`config.mk`:
```
export PLATFORM = sky130hd
export DESIGN_NAME = seg7_scan_capture
export DESIGN_NICKNAME = d
export VERILOG_FILES = /design/src/rtl/seg7_pkg.sv /design/src/rtl/seg7_pattern_decode.sv /design/src/rtl/seg7_scan_capture.sv
export SDC_FILE = /design/constraint.sdc
export NUM_CORES = 1
export LEC_CHECK = 0
export CAP_MARGIN = 15
export CORE_ASPECT_RATIO = 2
export CORE_UTILIZATION = 35
export DETAILED_ROUTE_END_ITERATION = 10
export HOLD_SLACK_MARGIN = 0.15
export PLACE_DENSITY = 0.53
export RECOVER_POWER = 50
export SYNTH_ARGS = -nofsm -noshare
export SYNTH_HDL_FRONTEND = slang
export SYNTH_SLANG_ARGS = --single-unit
```
`constraint.sdc`:
```
create_clock -name clk -period 3.6 [get_ports clk]
set_input_delay 0.36 -clock clk [delete_from_list [all_inputs] [get_ports clk]]
set_output_delay 0.36 -clock clk [all_outputs]
set_load 0.005 [all_outputs]
```
`src/rtl/seg7_pkg.sv`:
```
// Shared constants for the seven-segment display path: active-low segment
// patterns ({a,b,c,d,e,f,g}, 0 = lit), symbol codes and the capture FSM states.
package seg7_pkg;

    localparam logic [6:0] SEG_0     = 7'b0000001;
    localparam logic [6:0] SEG_1     = 7'b1001111;
    localparam logic [6:0] SEG_2     = 7'b0010010;
    localparam logic [6:0] SEG_3     = 7'b0000110;
    localparam logic [6:0] SEG_4     = 7'b1001100;
    localparam logic [6:0] SEG_5     = 7'b0100100;
    localparam logic [6:0] SEG_6     = 7'b0100000;
    localparam logic [6:0] SEG_7     = 7'b0001111;
    localparam logic [6:0] SEG_8     = 7'b0000000;
    localparam logic [6:0] SEG_9     = 7'b0000100;
    localparam logic [6:0] SEG_A     = 7'b0001000;
    localparam logic [6:0] SEG_B     = 7'b1100000;   // lowercase b
    localparam logic [6:0] SEG_C     = 7'b0110001;
    localparam logic [6:0] SEG_D     = 7'b1000010;   // lowercase d
    localparam logic [6:0] SEG_E     = 7'b0110000;
    localparam logic [6:0] SEG_F     = 7'b0111000;
    localparam logic [6:0] SEG_MINUS = 7'b1111110;
    localparam logic [6:0] SEG_BLANK = 7'b1111111;
    localparam logic [6:0] SEG_L     = 7'b1110001;
    localparam logic [6:0] SEG_U     = 7'b1100011;
    localparam logic [6:0] SEG_N     = 7'b1101010;
    localparam logic [6:0] SEG_P     = 7'b0011000;

    localparam logic [4:0] SYM_MINUS   = 5'd16;
    localparam logic [4:0] SYM_BLANK   = 5'd17;
    localparam logic [4:0] SYM_INVALID = 5'd31;

    typedef enum logic [1:0] {
        ST_WAIT,
        ST_SETTLE,
        ST_HELD
    } state_t;

    // True when exactly one digit select is driven low.
    function automatic logic onehot_low(input logic [3:0] an);
        return (an == 4'b0111) || (an == 4'b1011) ||
               (an == 4'b1101) || (an == 4'b1110);
    endfunction

endpackage

```
`src/rtl/seg7_pattern_decode.sv`:
```
// Combinational decode of an active-low segment pattern back to a symbol code.
module seg7_pattern_decode
    import seg7_pkg::*;
(
    input  logic [6:0] pattern,
    output logic [4:0] code
);

    // Table lookup; letter patterns that alias digits ('O', 's') decode as the digit.
    always_comb begin
        code = SYM_INVALID;
        case (pattern)
            SEG_0:     code = 5'd0;
            SEG_1:     code = 5'd1;
            SEG_2:     code = 5'd2;
            SEG_3:     code = 5'd3;
            SEG_4:     code = 5'd4;
            SEG_5:     code = 5'd5;
            SEG_6:     code = 5'd6;
            SEG_7:     code = 5'd7;
            SEG_8:     code = 5'd8;
            SEG_9:     code = 5'd9;
            SEG_A:     code = 5'd10;
            SEG_B:     code = 5'd11;
            SEG_C:     code = 5'd12;
            SEG_D:     code = 5'd13;
            SEG_E:     code = 5'd14;
            SEG_F:     code = 5'd15;
            SEG_MINUS: code = SYM_MINUS;
            SEG_BLANK: code = SYM_BLANK;
            default:   code = SYM_INVALID;
        endcase
    end

endmodule

```
`src/rtl/seg7_scan_capture.sv`:
```
// Receive side of the 4-digit multiplexed seven-segment scan: debounces each
// digit dwell, decodes it, and assembles complete 4-digit frames.
module seg7_scan_capture
    import seg7_pkg::*;
#(
    parameter int unsigned SETTLE_CYCLES  = 16,
    parameter int unsigned TIMEOUT_CYCLES = 1000000
) (
    input  logic        clk,
    input  logic        rst_n,
    input  logic [3:0]  anodes,
    input  logic [6:0]  cathodes,
    input  logic        err_clr,
    output logic        frame_valid,
    output logic [19:0] frame_digits,
    output logic        anode_err,
    output logic        stale
);

    localparam int unsigned SW = (SETTLE_CYCLES > 1) ? $clog2(SETTLE_CYCLES) : 1;
    localparam int unsigned TW = $clog2(TIMEOUT_CYCLES + 1);
    localparam logic [SW-1:0] SETTLE_LAST = SW'(SETTLE_CYCLES - 1);
    localparam logic [TW-1:0] TIMEOUT_MAX = TW'(TIMEOUT_CYCLES);

    state_t        state, state_next;
    logic [3:0]    an_q, an_p;
    logic [6:0]    ca_q, ca_p;
    logic [SW-1:0] settle_cnt, settle_next;
    logic [TW-1:0] tmo_cnt;
    logic [3:0]    mask, mask_merged;
    logic [4:0]    slots [4];
    logic [4:0]    slots_merged [4];
    logic [4:0]    dec_code;
    logic [1:0]    slot_idx;
    logic          pair_change, capture, err_set, frame_done, timeout_hit;

    seg7_pattern_decode u_decode (
        .pattern (ca_q),
        .code    (dec_code)
    );

    assign pair_change = {an_q, ca_q} != {an_p, ca_p};

    // Digit select to slot number (digit 3 is the leftmost anode).
    always_comb begin
        slot_idx = 2'd0;
        case (an_q)
            4'b0111: slot_idx = 2'd3;
            4'b1011: slot_idx = 2'd2;
            4'b1101: slot_idx = 2'd1;
            default: slot_idx = 2'd0;
        endcase
    end

    // Dwell debounce FSM: next state, settle count and sample decisions.
    always_comb begin
        state_next  = state;
        settle_next = settle_cnt;
        capture     = 1'b0;
        err_set     = 1'b0;
        case (state)
            ST_WAIT: begin
                if (pair_change) begin
                    state_next  = ST_SETTLE;
                    settle_next = '0;
                end
            end
            ST_SETTLE: begin
                if (pair_change) begin
                    settle_next = '0;
                end else if (settle_cnt == SETTLE_LAST) begin
                    if (an_q == 4'b1111) begin
                        state_next = ST_WAIT;
                    end else if (onehot_low(an_q)) begin
                        capture    = 1'b1;
                        state_next = ST_HELD;
                    end else begin
                        err_set    = 1'b1;
                        state_next = ST_HELD;
                    end
                end else begin
                    settle_next = settle_cnt + 1'b1;
                end
            end
            ST_HELD: begin
                if (pair_change) begin
                    state_next  = ST_SETTLE;
                    settle_next = '0;
                end
            end
            default: state_next = ST_WAIT;
        endcase
    end

    // Slot/mask view including this cycle's capture, so a completing frame is emitted one cycle after it.
    always_comb begin
        for (int unsigned i = 0; i < 4; i++) begin
            slots_merged[i] = slots[i];
        end
        mask_merged = mask;
        if (capture) begin
            slots_merged[slot_idx] = dec_code;
            mask_merged            = mask | (4'b0001 << slot_idx);
        end
        frame_done  = capture && (mask_merged == 4'b1111);
        timeout_hit = !capture && (tmo_cnt == TIMEOUT_MAX - 1'b1);
    end

    // Input registers, FSM state, counters, slots, frame output and sticky flags.
    always_ff @(posedge clk) begin
        if (!rst_n) begin
            an_q         <= '1;
            an_p         <= '1;
            ca_q         <= '1;
            ca_p         <= '1;
            state        <= ST_WAIT;
            settle_cnt   <= '0;
            tmo_cnt      <= '0;
            mask         <= '0;
            slots        <= '{default: '0};
            frame_valid  <= 1'b0;
            frame_digits <= '0;
            anode_err    <= 1'b0;
            stale        <= 1'b0;
        end else begin
            an_q       <= anodes;
            ca_q       <= cathodes;
            an_p       <= an_q;
            ca_p       <= ca_q;
            state      <= state_next;
            settle_cnt <= settle_next;
            slots      <= slots_merged;

            if (capture) begin
                tmo_cnt <= '0;
            end else if (tmo_cnt != TIMEOUT_MAX) begin
                tmo_cnt <= tmo_cnt + 1'b1;
            end

            frame_valid <= frame_done;
            if (frame_done) begin
                frame_digits <= {slots_merged[3], slots_merged[2],
                                 slots_merged[1], slots_merged[0]};
            end

            if (frame_done || timeout_hit) begin
                mask <= '0;
            end else begin
                mask <= mask_merged;
            end

            anode_err <= err_set     | (anode_err & ~err_clr);
            stale     <= timeout_hit | (stale & ~err_clr);
        end
    end

endmodule

```
==> summary.md, run 1 <==
At the end of the flow, the number of nets in the layout was 519. Summed over all cells, the static leakage comes to 1.86 nW. The flow ran to the end, and the final reports show no timing, DRC or antenna violations. The H-tree was split into 3 levels. The clock sink total is 95. The most used flip-flop cell after synthesis is dfxtp_1. For this run, the number of Yosys warnings is 0. During I/O placement, the number of pins put on the boundary was 37. Cells fill 42.4% of the core in the end. In this run, the number of DRC markers left after iteration 0 of detailed routing was 203. The startpoint of the lowest-slack register-to-register path is an_q[3]. Clock latency on the worst-skew pair, taken at its later pin, is 0.34 ns.

Data on the critical path is required at its endpoint by 3.79 ns. After synthesis, the largest family of logic cells by area is simple AND/OR/NAND/NOR gates. The number of instances in the synthesized netlist is 479. For the detailed-placement wirelength estimate, the log shows 7.23 mm. Entering global routing, the biggest net connects 34 pins. The tools report the DRC violation count after routing as 0. The worst hold path was traced through 2 stages.

For this design the ratio of total power to cell area is 434 nW/µm². The worst hold path begins at stale. Summing the areas of all fa, ha and maj instances in the mapped netlist gives 1.11% of the synthesized area. The logs give 496 for the synthesized netlist net count and 54 for the number of unique standard cell types used by synthesis.

Along the worst path, the maximum fanout reaches 20. The simple logic cell fraction of the synthesized area is 29.4%. For this configuration, the core starts out at a cell density of 36.3%. Once layout is complete, the cells apart from fillers number 652.

The number of hold-slack violations in the final timing report came out at 0. The type of the tightest min-delay check was flop to flop. Critical path's slowest cell: clkbuf_1. Of the available clock period, the critical path in the final layout requires 82.0%. The tree is rooted in a clkbuf_16.

The die covers 12800 µm². The worst pin sits at a relative slew slack of 13.7%. In this run the deepest clock path goes through 2 buffers.

TritonCTS created 9 clock buffers. The final layout contains routed wiring with a total length of 10.0 mm. The run gives 0 as the initial antenna violation count. The first global-routing pass estimated 16.7 mm of wire.

Relative to the synthesized area, the layout overhead comes to 16.9%. The via count of the routed design came out at 3493. Once detail routing completed, the nets flagged for antenna violations numbered 0.

The core region is 11800 µm². Clock-pin slew was measured on the worst setup and hold paths at 0.07 ns. The logs give 0.65 ns for the setup slack of the most critical reg-to-reg path and 3.14 ns for the critical path data arrival time.

The number of rows created at floorplan came out at 56. Of the cells placed in the final design, the portion with a size suffix greater than 1 is 5.33%. Counting cells, the worst reg-to-reg path comes to 6. Post-route setup TNS: 0 ns. STA classifies the critical path startpoint as a flop. The count of buffers from port buffering works out to 36. The worst setup path is captured at a flop. The area fraction in compound gates after synthesis is 13.3%. At the end of routability-driven placement, the weighted congestion stood at 0.814.

The maximum single-stage delay on the critical path is 0.72 ns. Across every metal layer, demand over resource in global routing totals 16.8%. 0 antenna diodes ended up in the layout. Measured along the y axis, the die boundary spans 159 µm. For this run, asynchronously set or reset flops after synthesis account for 0%. The commonest non-fill, non-tap cell in the layout was dfxtp_1. Counting the fill cells in the layout gives 1156.

Walking the worst path, the cells encountered are xor2_1, nor4_1, nand4_1, o21ai_1, clkbuf_1, nor2_1. The library cells used most frequently in the layout, excluding fill and tap cells, are 95 x dfxtp_1, 56 x nor2_1, 25 x nand2b_1, 23 x nand3_1, 23 x dlygate4sd3_1. In this run, post-CTS hold repair placed 0 buffers.

Setup repair after global routing left no endpoint under its margin. The count of flip-flops with a built-in enable after synthesis was 0. End point of the most critical hold path: stale.

The per-cell via count in the routed design was 5.36; the multiplexer area fraction after synthesis was 1.40%. The count of final max-slew check failures was 0; the detailed-router iteration count before antenna repair was 4. The post-synthesis area per instance came out at 8.98 µm². The number of flip-flops and latches in the synthesized netlist came out at 95. TritonCTS built the clock tree.

In this run, post-CTS repair resized a total of 0 instances. The placed cell count was 636. Summing every instance area after synthesis gives 4300 µm². The smallest clock period supported by the final layout is computed as 2.95 ns. Once the clock tree was built, the setup fixing pass inserted 0 buffers. The worst setup path is of the flop to flop kind.

The worst flop-to-flop path endpoint is tmo_cnt[16]. For the highest clock rate, the log shows 0.339 GHz. Part of the Yosys area used for sequential elements: 44.2%. Setup violations remaining at the end of the flow were counted as 0.

For the pin with the worst max-slew slack, the measured transition is 1.29 ns. Horizontal die dimension: 80.4 µm. The tools report the count of max-cap constraint violations as 0.

The parity-gate share of the synthesized area counting xor and xnor cells was 6.72%. The final worst clock skew was 0.0106 ns; the worst supply voltage drop on vdd was 0.234 mV. Dividing the detail-routed wire length by the instance count gives 15.3 µm.

The final global-route overflow total is 0. For the via count of the first global-routing pass, the log shows 3401.
[report_power, final]
group	switching (W)	internal, W
registers	0.0000318	0.00107
logic	0.0000763	0.0000571
clock network	0.000413	0.000538
[area by class of cell]
type	count	area [µm²]	area share, %
clock buffer	9	225	4.48
clock inverter	7	73.8	1.47
inverter	13	48.8	0.971
multi-input combinational	344	2220	44.2
sequential	95	1900	37.9
tap	145	181	3.61
timing repair buffer	39	373	7.42
[kinds of logic (layout without fill, tap and decap cells)]
logic type | count (synthesis) | in the layout
multiplexers | 6 | 6
flip-flops | 95 | 95
adder cells (fa/ha/maj) | 4 | 4
AO/OA/AOI/OAI | 86 | 86
AND/OR/NAND/NOR | 215 | 215
XOR/XNOR | 33 | 33
buffers and inverters | 40 | 68
[Yosys cell counts (all sizes together) (2+ instances only)]
cell    number  area [µm²]
a211oi       8        60.1
nor4b        3        26.3
nor3        15        75.1
a21o         2        15.0
nand3       23         115
ha           3        37.5
clkbuf      20        75.1
and4b        4        40.0
xor2        16         140
buf          7        41.3
and3        17         113
nor3b        6        50.1
inv         13        48.8
or3          2        12.5
nor2b        4        25.0
nand2       17        63.8
or4          5        37.5
o21ai       25         125
nor4         7         104
a31o         4        35.0
nand2b      25         156
a31oi        2        12.5
xnor2       17         149
dfxtp       95        1900
o21a         4        30.0
nand4       14        87.6
o211ai       4        30.0
and3b        7        61.3
a21oi       17        85.1
nor2        56         210
o31ai       11        82.6
and4         3        26.3
mux2i        6        60.1
nand3b       3        22.5
[how the worst max path moves through the flow]
stage / endpoint / startpoint / depth (start not counted) / slack [ns]
finish: tmo_cnt[16] / an_q[3] / 6 / 0.65
global route: tmo_cnt[16] / an_q[3] / 6 / 0.40
floorplan: frame_digits[13] / ca_q[2] / 7 / 1.31
detailed placement: frame_digits[13] / ca_q[6] / 7 / 0.81
global placement: frame_digits[13] / ca_q[6] / 7 / 0.82
CTS: frame_digits[13] / ca_q[6] / 7 / 0.79
[critical path: cells and delay by family (launching register included)]
kind / cells / cell delay (ns)
AO/OA/AOI/OAI: 1 / 0.22
AND/OR/NAND/NOR: 3 / 1.05
buffers and inverters: 1 / 0.72
XOR/XNOR: 1 / 0.18
flip-flops: 1 / 0.62
[flip-flops by register name, summed over array words and instances (netlist names)]
name / count
anode_err: 1
settle_cnt: 4
mask: 4
an_p: 4
frame_digits: 20
state: 2
ca_q: 7
ca_p: 7
tmo_cnt: 20
slots: 20
frame_valid: 1
stale: 1
an_q: 4
[through the flow]
stage               worst slack (ns)  power, W  hold WS, ns  instance area (µm²)
floorplan                       1.31   0.00122        0.446                 4300
global placement               0.820   0.00126        0.462                 4740
detailed placement             0.806   0.00126        0.460                 4740
CTS                            0.790   0.00221        0.472                 5040
global route                   0.398   0.00226        0.500                 5020
finish                         0.646   0.00218        0.467                 5020
[routing by layer]
layer / share of wire, % / global-route usage [%] / vias to the layer above / wire (µm)
li1: - / - / 1757 / -
met1: 41 / 18.0 / 1643 / 4060
met2: 54 / 30.3 / 75 / 5360
met3: 2.9 / 3.22 / 18 / 294
met4: 2.8 / 7.87 / 0 / 279
met5: 0 / 0 / - / 0
Note: power is estimated with default switching activity, not from simulation.
==> run 2, diff against run 1 <==
==> constraint.sdc (replaced) <==
create_clock -name clk -period 3 [get_ports clk]
set_input_delay 0.3 -clock clk [delete_from_list [all_inputs] [get_ports clk]]
set_output_delay 0.3 -clock clk [all_outputs]
set_load 0.005 [all_outputs]
==> run 2 against run 1 <==
Worst setup slack worse by 0.24 ns; clock skew shrank 0.0036 ns; maximum frequency increased by 14%; critical path type unchanged; critical endpoint is now frame_digits[13].
==> summary.md, run 2 (same netlist as run 1, synthesis figures left out) <==
The total power density per cell area was 537 nW/µm² (+24%). The sum of buffers and inverters on the critical path came out at 0 (-1). The relative slew slack came out at 51.8% (+38 points). For the cts-stage hold buffer count, the log shows 0 (unchanged). The routing layer with the top usage in global route is met2. The aggregate routed wire length was 9.94 mm (-0.54%); the number of setup violations in the final report was 0 (unchanged). The worst setup path is captured at a flop. The fraction of layout instances using a drive strength above 1 is 6.07% (+0.74 points), and the count of buffers from port buffering is 36 (unchanged).

The tools report the placed cell count as 640 (+0.63%). The via count of the first global-routing pass came out at 3446 (+1.3%). The per-cell via count in the routed design works out to 5.32 (-0.75%). Detailed-router iteration count before antenna repair: 4 (unchanged).

The tools report the count of placed standard cells in the final layout, fillers left out as 656 (+0.61%). The tools report the count of max-cap constraint violations as 0 (unchanged). In the layout the commonest cells are 95 x dfxtp_1, 56 x nor2_1, 25 x nand2b_1, 23 x nand3_1, 23 x dlygate4sd3_1.

The TritonCTS buffer count is 9 (unchanged), and the static leakage power is 1.92 nW (+2.8%). For the number of nets in the layout, the log shows 523 (+0.77%). The via count of the routed design was 3488 (-0.14%).

TritonCTS built the clock tree. The detailed-placement wirelength estimate is 7.18 mm (-0.69%). The die area came out at 12800 µm² (unchanged). The horizontal die dimension is 80.4 µm (unchanged).

The clock transition at the register clock pins on the worst setup and hold paths after CTS is 0.07 ns (about the same). Critical path's slowest cell: or4_1. The run gives 0.00273 W (+25%) as the post-layout total power. The met2 track utilization from global routing was 30.6% (+0.35 points). Final worst slack: 0.411 ns (-0.236 ns).

The part of the cycle the worst path needs works out to 86.3% (+4.3 points). Critical path data required time: 3.24 ns (-0.55 ns). Area growth from synthesis to final layout: 18.4%. The logs give 2.93% (-0.29 points) for the met3 capacity usage during global routing and 130 (-36%) for the violation count after the first detailed-route iteration. The worst-case setup slack after placement came out at 0.332 ns (-0.474 ns).

The post-route setup TNS is 0 ns (unchanged). The detailed-route wire length per cell was 15.2 µm (-1.1%). Number of diodes added for antenna fixing: 0 (unchanged). The worst setup path is launched from a flop. The logs give 37 (unchanged) for the number of top-level pins and 0 (unchanged) for the number of antenna-violating nets in the routed design.

Worst-skew pair later-pin latency: 0.34 ns (about the same). The maximum single-stage delay on the critical path is 0.56 ns (-0.16 ns). For the post-layout utilization of the core, the log shows 43.0% (+0.55 points).

The quantity of gates resized following cts was 0 (unchanged); the maximum number of pins on one net before global-route repair was 60 (+76%). The DRC violation count after routing came out at 0 (unchanged). The initial core utilization was 36.3% (unchanged).

The run gives 11800 µm² (unchanged) as the core outline area. Among cell families on the critical path, the largest total delay comes from compound AO/OA/AOI/OAI gates. The run gives 0.000621 W (+19%) as the switching power total. The logs give 0 (unchanged) for the final global-route overflow total and 56 (unchanged) for the number of rows created at floorplan. Setup repair after global routing left no endpoint under its margin.

The fraction of power spent switching nets works out to 22.7% (-1.1 points). The master cell of the clock root buffer was clkbuf_16. The shortest period the worst path allows works out to 2.59 ns (-0.364 ns). In the final layout, the registers with the most flip-flops are frame_digits x20, slots x20, tmo_cnt x20. The number of hold-slack violations in the final timing report came out at 0 (unchanged).

The logs give 95 (unchanged) for the clock sink total and 2 (unchanged) for the clock tree buffer depth. The logs give 0.00698 ns (-0.00358 ns) for the final worst clock skew and 0.836 (+2.7%) for the placer's final routability congestion estimate. Worst supply voltage drop on vdd: 0.310 mV (+33%).

The critical path data arrival time is 2.83 ns (-0.31 ns), and the combinational fraction of design power is 5.9% (-0.2 points). For the total setup buffers inserted after CTS, the log shows 0 (unchanged). The tools report the cell-internal power as 0.00211 W (+27%). The fraction of power consumed by sequential logic was 48.2% (-2.1 points).

The run finished with clean final reports. The path class of the tightest hold or removal check is flop to flop. Leaving out fill and tap cells, the most frequent cell in the layout is dfxtp_1. The initial antenna violation count came out at 0 (unchanged). The critical path goes through or4_1, a2111o_1, and3_4, a221oi_4, a211oi_1, a31o_1.

For the first-pass GRT wire length, the log shows 16.4 mm (-1.6%). The deepest level of the CTS H-tree is 3 (unchanged), and the highest clock rate is 0.386 GHz (+14%). The met1 track demand over resource in global routing is 17.0% (-0.98 points), and the actual transition at the worst max-transition pin is 0.716 ns (-0.578 ns). The floorplan die height was 159 µm (unchanged); the largest driver fanout on the critical path was 16 (-20%). The tools report the total routing usage reported by global routing as 16.6% (-0.16 points).

The tools report the count of final max-slew check failures as 0 (unchanged). The type of the setup path with the least slack was flop to flop. The tools report the clock share of power as 45.9% (+2.3 points).
-- run 2: area by class of cell --
class	instances	area (µm²)
Inverter	13	48.8
Multi-Input combinational cell	344	2220
Fill cell	1186	6750
Timing Repair Buffer	43	403
Clock buffer	10	239
Tap cell	145	181
Sequential cell	95	1900
Clock inverter	6	91.3
-- run 2: worst paths after layout --
kind,slack [ns],cells past startpoint,to,start
max,0.41,6,frame_digits[13],ca_q[2]
min,0.47,2,frame_digits[11],frame_digits[11]
max reg2reg,0.41,6,frame_digits[13],ca_q[2]
min reg2reg,0.47,2,frame_digits[11],frame_digits[11]
-- run 2: power groups by stage --
stage | clock [W] | combinational [W] | sequential (W)
after floorplan | 0 | 0.000140 | 0.00132
after global placement | 0 | 0.000163 | 0.00134
after detailed placement | 0 | 0.000164 | 0.00134
after CTS | 0.00129 | 0.000165 | 0.00132
after global routing | 0.00134 | 0.000180 | 0.00132
final | 0.00125 | 0.000162 | 0.00132
-- run 2: worst register-to-register path, stage by stage, from the launching register on --
cell and delay [ns]:
dfxtp_1 0.49, or4_1 0.57, a2111o_1 0.45, and3_4 0.17, a221oi_4 0.46, a211oi_1 0.14, a31o_1 0.21
-- run 2: per-layer routing --
metal	vias to the layer above	share of wire (%)
li1	1758	-
met1	1639	39
met2	74	55
met3	17	3.4
met4	0	3.0
met5	-	0
-- run 2: metrics by stage --
stage / cell area (µm²) / hold WS (ns)
2_1_floorplan: 4300 / 0.401
6_report: 5090 / 0.473
4_1_cts: 5100 / 0.457
3_5_place_dp: 4770 / 0.467
3_3_place_gp: 4770 / 0.466
5_1_grt: 5090 / 0.501
==> run 3, diff against run 2 <==
--- a/config.mk
+++ b/config.mk
@@ -5,13 +5,16 @@
 export SDC_FILE = /design/constraint.sdc
 export NUM_CORES = 1
 export LEC_CHECK = 0
+export ABC_CLOCK_PERIOD_IN_PS = 3000
 export CAP_MARGIN = 15
 export CORE_ASPECT_RATIO = 2
 export CORE_UTILIZATION = 35
 export DETAILED_ROUTE_END_ITERATION = 10
+export GPL_ROUTABILITY_DRIVEN = 0
 export HOLD_SLACK_MARGIN = 0.15
 export PLACE_DENSITY = 0.53
 export RECOVER_POWER = 50
+export SLEW_MARGIN = 5
 export SYNTH_ARGS = -nofsm -noshare
 export SYNTH_HDL_FRONTEND = slang
 export SYNTH_SLANG_ARGS = --single-unit
==> results of run 3 <==
No change in the layout: final DEF, timing and power equal those of run 2.
